--- config.mk ---
export PLATFORM = sky130hd
export DESIGN_NAME = pc_fetch_ctrl
export DESIGN_NICKNAME = d
export VERILOG_FILES = /design/src/rtl/mips_pkg.sv /design/src/rtl/pc_fetch_ctrl.sv
export SDC_FILE = /design/constraint.sdc
export NUM_CORES = 1
export LEC_CHECK = 0
export ABC_AREA = 0
export CAP_MARGIN = 40
export CELL_PAD_IN_SITES_DETAIL_PLACEMENT = 1
export CELL_PAD_IN_SITES_GLOBAL_PLACEMENT = 2
export CORE_UTILIZATION = 24
export DETAILED_ROUTE_END_ITERATION = 6
export PLACE_DENSITY_LB_ADDON = 0.1
export SYNTH_ARGS = -nofsm -noshare
export SYNTH_HDL_FRONTEND = slang
export SYNTH_SLANG_ARGS = --single-unit
--- constraint.sdc ---
create_clock -name clk -period 1.56 [get_ports clk]
set_input_delay 0.312 -clock clk [delete_from_list [all_inputs] [get_ports clk]]
set_output_delay 0.312 -clock clk [all_outputs]
set_load 0.02 [all_outputs]
--- src/rtl/mips_pkg.sv ---
// Shared definitions for the MIPS core front end.
// Holds the fetch FSM state encoding and the fetch width and reset constants.
package mips_pkg;

    localparam int          INSTR_W          = 32;
    localparam logic [31:0] RESET_PC_DEFAULT = 32'h0040_0000;

    typedef enum logic [1:0] {
        IDLE  = 2'd0,
        REQ   = 2'd1,
        HOLD  = 2'd2,
        FLUSH = 2'd3
    } fetch_state_t;

endpackage

--- src/rtl/pc_fetch_ctrl.sv ---
// Instruction-fetch controller: owns the PC, runs the imem req/ack handshake
// and registers one fetched instruction at a time for decode.
module pc_fetch_ctrl
    import mips_pkg::*;
#(
    parameter logic [31:0] RESET_PC = RESET_PC_DEFAULT
) (
    input  logic                clk,
    input  logic                rst_n,
    output logic [31:0]         pc_o,
    input  logic [31:0]         seq_pc_i,
    input  logic                redirect_valid,
    input  logic [31:0]         redirect_pc,
    input  logic                stall,
    output logic                imem_req,
    output logic [31:0]         imem_addr,
    input  logic                imem_ack,
    input  logic [INSTR_W-1:0]  imem_rdata,
    output logic                if_valid,
    output logic [INSTR_W-1:0]  if_instr,
    output logic [31:0]         if_pc
);

    fetch_state_t       state_q, state_d;
    logic [31:0]        pc_q, pc_d;
    logic [31:0]        pending_pc_q, pending_pc_d;
    logic               if_valid_q, if_valid_d;
    logic [INSTR_W-1:0] if_instr_q, if_instr_d;
    logic [31:0]        if_pc_q, if_pc_d;
    logic [31:0]        redir_pc;

    assign redir_pc = redirect_pc & 32'hFFFF_FFFC;

    always_comb begin
        state_d      = state_q;
        pc_d         = pc_q;
        pending_pc_d = pending_pc_q;
        if_valid_d   = if_valid_q;
        if_instr_d   = if_instr_q;
        if_pc_d      = if_pc_q;
        case (state_q)
            IDLE: state_d = REQ;
            REQ: begin
                if (imem_ack) begin
                    if (redirect_valid) begin
                        pc_d = redir_pc;
                    end else begin
                        if_instr_d = imem_rdata;
                        if_pc_d    = pc_q;
                        if_valid_d = 1'b1;
                        pc_d       = seq_pc_i;
                        state_d    = HOLD;
                    end
                end else if (redirect_valid) begin
                    pending_pc_d = redir_pc;
                    state_d      = FLUSH;
                end
            end
            // The outstanding read is dead; wait for its ack before re-issuing.
            FLUSH: begin
                if (redirect_valid) pending_pc_d = redir_pc;
                if (imem_ack) begin
                    pc_d    = redirect_valid ? redir_pc : pending_pc_q;
                    state_d = REQ;
                end
            end
            HOLD: begin
                if (redirect_valid) begin
                    if_valid_d = 1'b0;
                    pc_d       = redir_pc;
                    state_d    = REQ;
                end else if (!stall) begin
                    if_valid_d = 1'b0;
                    state_d    = REQ;
                end
            end
            default: state_d = IDLE;
        endcase
    end

    always_ff @(posedge clk) begin
        if (!rst_n) begin
            state_q      <= IDLE;
            pc_q         <= RESET_PC;
            pending_pc_q <= '0;
            if_valid_q   <= 1'b0;
            if_instr_q   <= '0;
            if_pc_q      <= '0;
        end else begin
            state_q      <= state_d;
            pc_q         <= pc_d;
            pending_pc_q <= pending_pc_d;
            if_valid_q   <= if_valid_d;
            if_instr_q   <= if_instr_d;
            if_pc_q      <= if_pc_d;
        end
    end

    assign pc_o      = pc_q;
    assign imem_req  = (state_q == REQ) || (state_q == FLUSH);
    assign imem_addr = pc_q;
    assign if_valid  = if_valid_q;
    assign if_instr  = if_instr_q;
    assign if_pc     = if_pc_q;

endmodule
==> impl_metrics.env <==
export IMPL_finalPower_uw=8950
export IMPL_clock_tree_from_tritoncts="yes"
export IMPL_post_synth_most_frequent_cells="sky130_fd_sc_hd__dfxtp_1 (131), sky130_fd_sc_hd__nand2_1 (131), sky130_fd_sc_hd__a21oi_1 (101)"
export IMPL_path_cells="clkdlybuf4s15_1"
export IMPL_grt_pass1_vias=6371
export IMPL_ys_dominant_reg_cell="sky130_fd_sc_hd__dfxtp_1"
export IMPL_worstReg2RegStart="state_q[0]"
export IMPL_synth_simple_gate_area_share=0.194
export IMPL_detail_route_vias_per_cell=4.72
export IMPL_netlist_top_cells_area="sky130_fd_sc_hd__dfxtp_1 (44%), sky130_fd_sc_hd__a21oi_1 (8.5%), sky130_fd_sc_hd__nand2_1 (8.3%)"
export IMPL_clock_latency_ps=410
export IMPL_timing_critical_path_fanout_max=11
export IMPL_period_minus_slack_ps=1510
export IMPL_worst_path_max_delay_cell="sky130_fd_sc_hd__dfxtp_4"
export IMPL_leakagePower_uw=0.00378
export IMPL_hold_viol=0
export IMPL_first_iter_violations=210
export IMPL_grt_overflow=0
export IMPL_overall_track_demand_over_capacity_in_global_routing=0.175
export IMPL_starting_utilization_of_the_core_area=0.244
export IMPL_layout_filler_cells=2917
export IMPL_sequential_cell_area_fraction_in_the_yosys_report=0.442
export IMPL_vias=6008
export IMPL_post_synth_xor_xnor_area=0
export IMPL_row_count=57
export IMPL_critical_path_n_buffers_inverters=1
export IMPL_finClkSkew_ps=7.30
export IMPL_crit_path_end="imem_req"
export IMPL_postSynthAreaPerCell_um2=8.04
export IMPL_layout_drive_gt1_share=0.0981
export IMPL_cp_num_cells=1
export IMPL_avgRoutedWirePerCell_um=17.0
export IMPL_die_area_um2=25300
export IMPL_run_status="finished clean"
export IMPL_synth_distinct_cells=32
export IMPL_die_w_um=159
export IMPL_die_h_um=159
export IMPL_yosys_warnings=0
export IMPL_rsz0062_at_grt="false"
export IMPL_area_growth_synth_to_final_pct=51.5
export IMPL_yosysTopAreaCell="sky130_fd_sc_hd__dfxtp_1"
export IMPL_global_route_wire_length_before_repair_um=35100
export IMPL_fin_crit_sh=0.967
export IMPL_tritoncts_num_sinks=131
export IMPL_postSynth_asyncResetShare=0
export IMPL_holdCritPathClass="register to register"
export IMPL_worstRegToRegCells=4
export IMPL_num_ports=231
export IMPL_grt_start_max_net_pins=38
export IMPL_yosysTopAreaCellShare=0.442
export IMPL_cts_htree_levels=4
export IMPL_critical_path_required_ps=1250
export IMPL_netlist_area_um2=5930
export IMPL_synth_compound_gate_area_share=0.241
export IMPL_worst_slew_pin_transition_ps=273
export IMPL_cp_end_kind="output port"
export IMPL_cap_violations=0
export IMPL_timing_max_slew_rel_slack=0.819
export IMPL_drtPass1Iterations=4
export IMPL_cts_inserted_buffers=17
export IMPL_port_buffer_count=228
export IMPL_yosys_mux_area_fraction=0.00169
export IMPL_maximum_cell_stage_delay_along_the_critical_path_ps=450
export IMPL_layout_nets=1037
export IMPL_grt_antenna_before_repair=1
export IMPL_synthesized_net_count=838
export IMPL_power_per_cell_area_nw_per_um2=996
export IMPL_synth_seq_cells=131
export IMPL_setup_viol=0
export IMPL_post_dp_hpwl_um=15900
export IMPL_critical_path_startpoint_type="register"
export IMPL_worstPathArrival_ps=1200
export IMPL_power_ir_vdd_worst_mv=0.569
export IMPL_combinational_family_with_the_most_area_after_synthesis="compound AO/OA/AOI/OAI gates"
export IMPL_fmaxAchievable_mhz=663
export IMPL_antenna_left=0
export IMPL_synth_adder_area_share=0
export IMPL_preCtsSetupSlack_ps=-257
export IMPL_cts_clk_slew_worst_paths_ps=60
export IMPL_syn_inst=737
export IMPL_cts_path_max_buffers=2
export IMPL_critical_path_class="register to output port"
export IMPL_path_delay_family="flip-flops"
export IMPL_drt_drc=0
export IMPL_core_area_um2=24200
export IMPL_timing_critical_path_from="state_q[0]"
export IMPL_clock_tree_root_cell="sky130_fd_sc_hd__clkbuf_16"
export IMPL_globalplace_congestion=0.780
export IMPL_rr_endpoint="imem_addr[14]"
export IMPL_totalWireLength_um=21700
export IMPL_timing_final_ws_setup_ps=51.0
export IMPL_r2r_slack_ps=160
export IMPL_maxSlewViolCount=0
export IMPL_synth_edff_count=0
cell usage in the layout (no fill, tap or decap), types with 2 or more instances in the layout:
master and instances:
sky130_fd_sc_hd__clkdlybuf4s15_1 4, sky130_fd_sc_hd__and4b_1 2, sky130_fd_sc_hd__buf_4 42, sky130_fd_sc_hd__clkbuf_8 3, sky130_fd_sc_hd__a22oi_1 2, sky130_fd_sc_hd__nand2_1 131
sky130_fd_sc_hd__buf_12 10, sky130_fd_sc_hd__inv_6 2, sky130_fd_sc_hd__inv_1 30, sky130_fd_sc_hd__clkinv_2 3, sky130_fd_sc_hd__dfxtp_1 129, sky130_fd_sc_hd__nand3_1 30
sky130_fd_sc_hd__a2bb2oi_1 29, sky130_fd_sc_hd__o21ai_0 66, sky130_fd_sc_hd__clkbuf_16 17, sky130_fd_sc_hd__dlygate4sd2_1 126, sky130_fd_sc_hd__and3_1 2, sky130_fd_sc_hd__clkdlybuf4s50_1 97
sky130_fd_sc_hd__a32o_1 29, sky130_fd_sc_hd__o21a_1 2, sky130_fd_sc_hd__nor2b_1 5, sky130_fd_sc_hd__nor3b_1 32, sky130_fd_sc_hd__clkinvlp_4 5, sky130_fd_sc_hd__nor2_1 30
sky130_fd_sc_hd__a21oi_1 100, sky130_fd_sc_hd__nand4b_1 2
metal layers:
metal | track usage | share of wire | wire length, um | up-vias
met5 | 0 | 0 | 0 | -
met4 | 0.0568 | 0.015 | 326 | 0
met3 | 0.0372 | 0.043 | 929 | 20
met2 | 0.303 | 0.50 | 10700 | 156
met1 | 0.214 | 0.45 | 9700 | 2916
li1 | - | - | - | 2916
state kept, by name, summed over array words and instances (netlist names):
| signal | count |
|---|---|
| pending_pc_q | 32 |
| if_valid | 1 |
| if_pc | 32 |
| imem_addr | 32 |
| if_instr | 32 |
| state_q | 2 |
repair_timing:
item | in CTS | in global routing
hold buffers | 0 | 0
setup endpoints to repair | 149 | 14
pin swaps | 0 | 0
setup buffers | 0 | 1
gates resized for setup | 133 | 3
power by group:
part	switching [uW]	internal, uW	leakage, uW
clock network	1550	2320	0.000267
logic	789	709	0.00245
registers	110	3480	0.00107
total	2450	6500	0.00378
worst register-to-register path, delay by kind of cell, from the launching register on:
family	cells	cell delay, ps
AO/OA/AOI/OAI	1	220
AND/OR/NAND/NOR	2	490
buffers and inverters	1	190
flip-flops	1	400
per-stage QoR:
stage               hold WS (ps)   util  setup TNS [ps]  std cells  area, um2
floorplan                    430      -               0        737       5930
global placement             441  0.353          -18510       1240       8550
detailed placement           448  0.353          -23930       1240       8550
CTS                          429  0.370               0       1271       8970
global route                 451  0.370               0       1272       8980
finish                       450  0.370               0       1273       8980
layout make-up:
class | count | area (um2) | share of cell area
clock inverters | 11 | 104 | 0.0116
flip-flops and latches | 131 | 2630 | 0.293
repair buffers | 280 | 2640 | 0.293
multi-input cells | 475 | 2620 | 0.292
diodes | 1 | 2.50 | 0.000279
inverters | 31 | 118 | 0.0131
well taps | 324 | 405 | 0.0451
clock buffers | 20 | 467 | 0.0520
how the worst min path moves through the flow:
stage / start / endpoint / slack (ps) / cells past startpoint
floorplan: rst_n / state_q[0] / 430 / 1
global placement: if_pc[24] / if_pc[24] / 440 / 2
detailed placement: if_pc[4] / if_pc[4] / 450 / 2
CTS: imem_rdata[8] / if_instr[8] / 430 / 3
global route: imem_rdata[28] / if_instr[28] / 450 / 3
finish: if_pc[4] / if_pc[4] / 450 / 2
logic make-up after synthesis:
kind of cell	Yosys count
buf+inv	131
simple gates	243
flops	131
mux	1
compound gates	231
No activity file was read; power rests on OpenSTA's default activity.
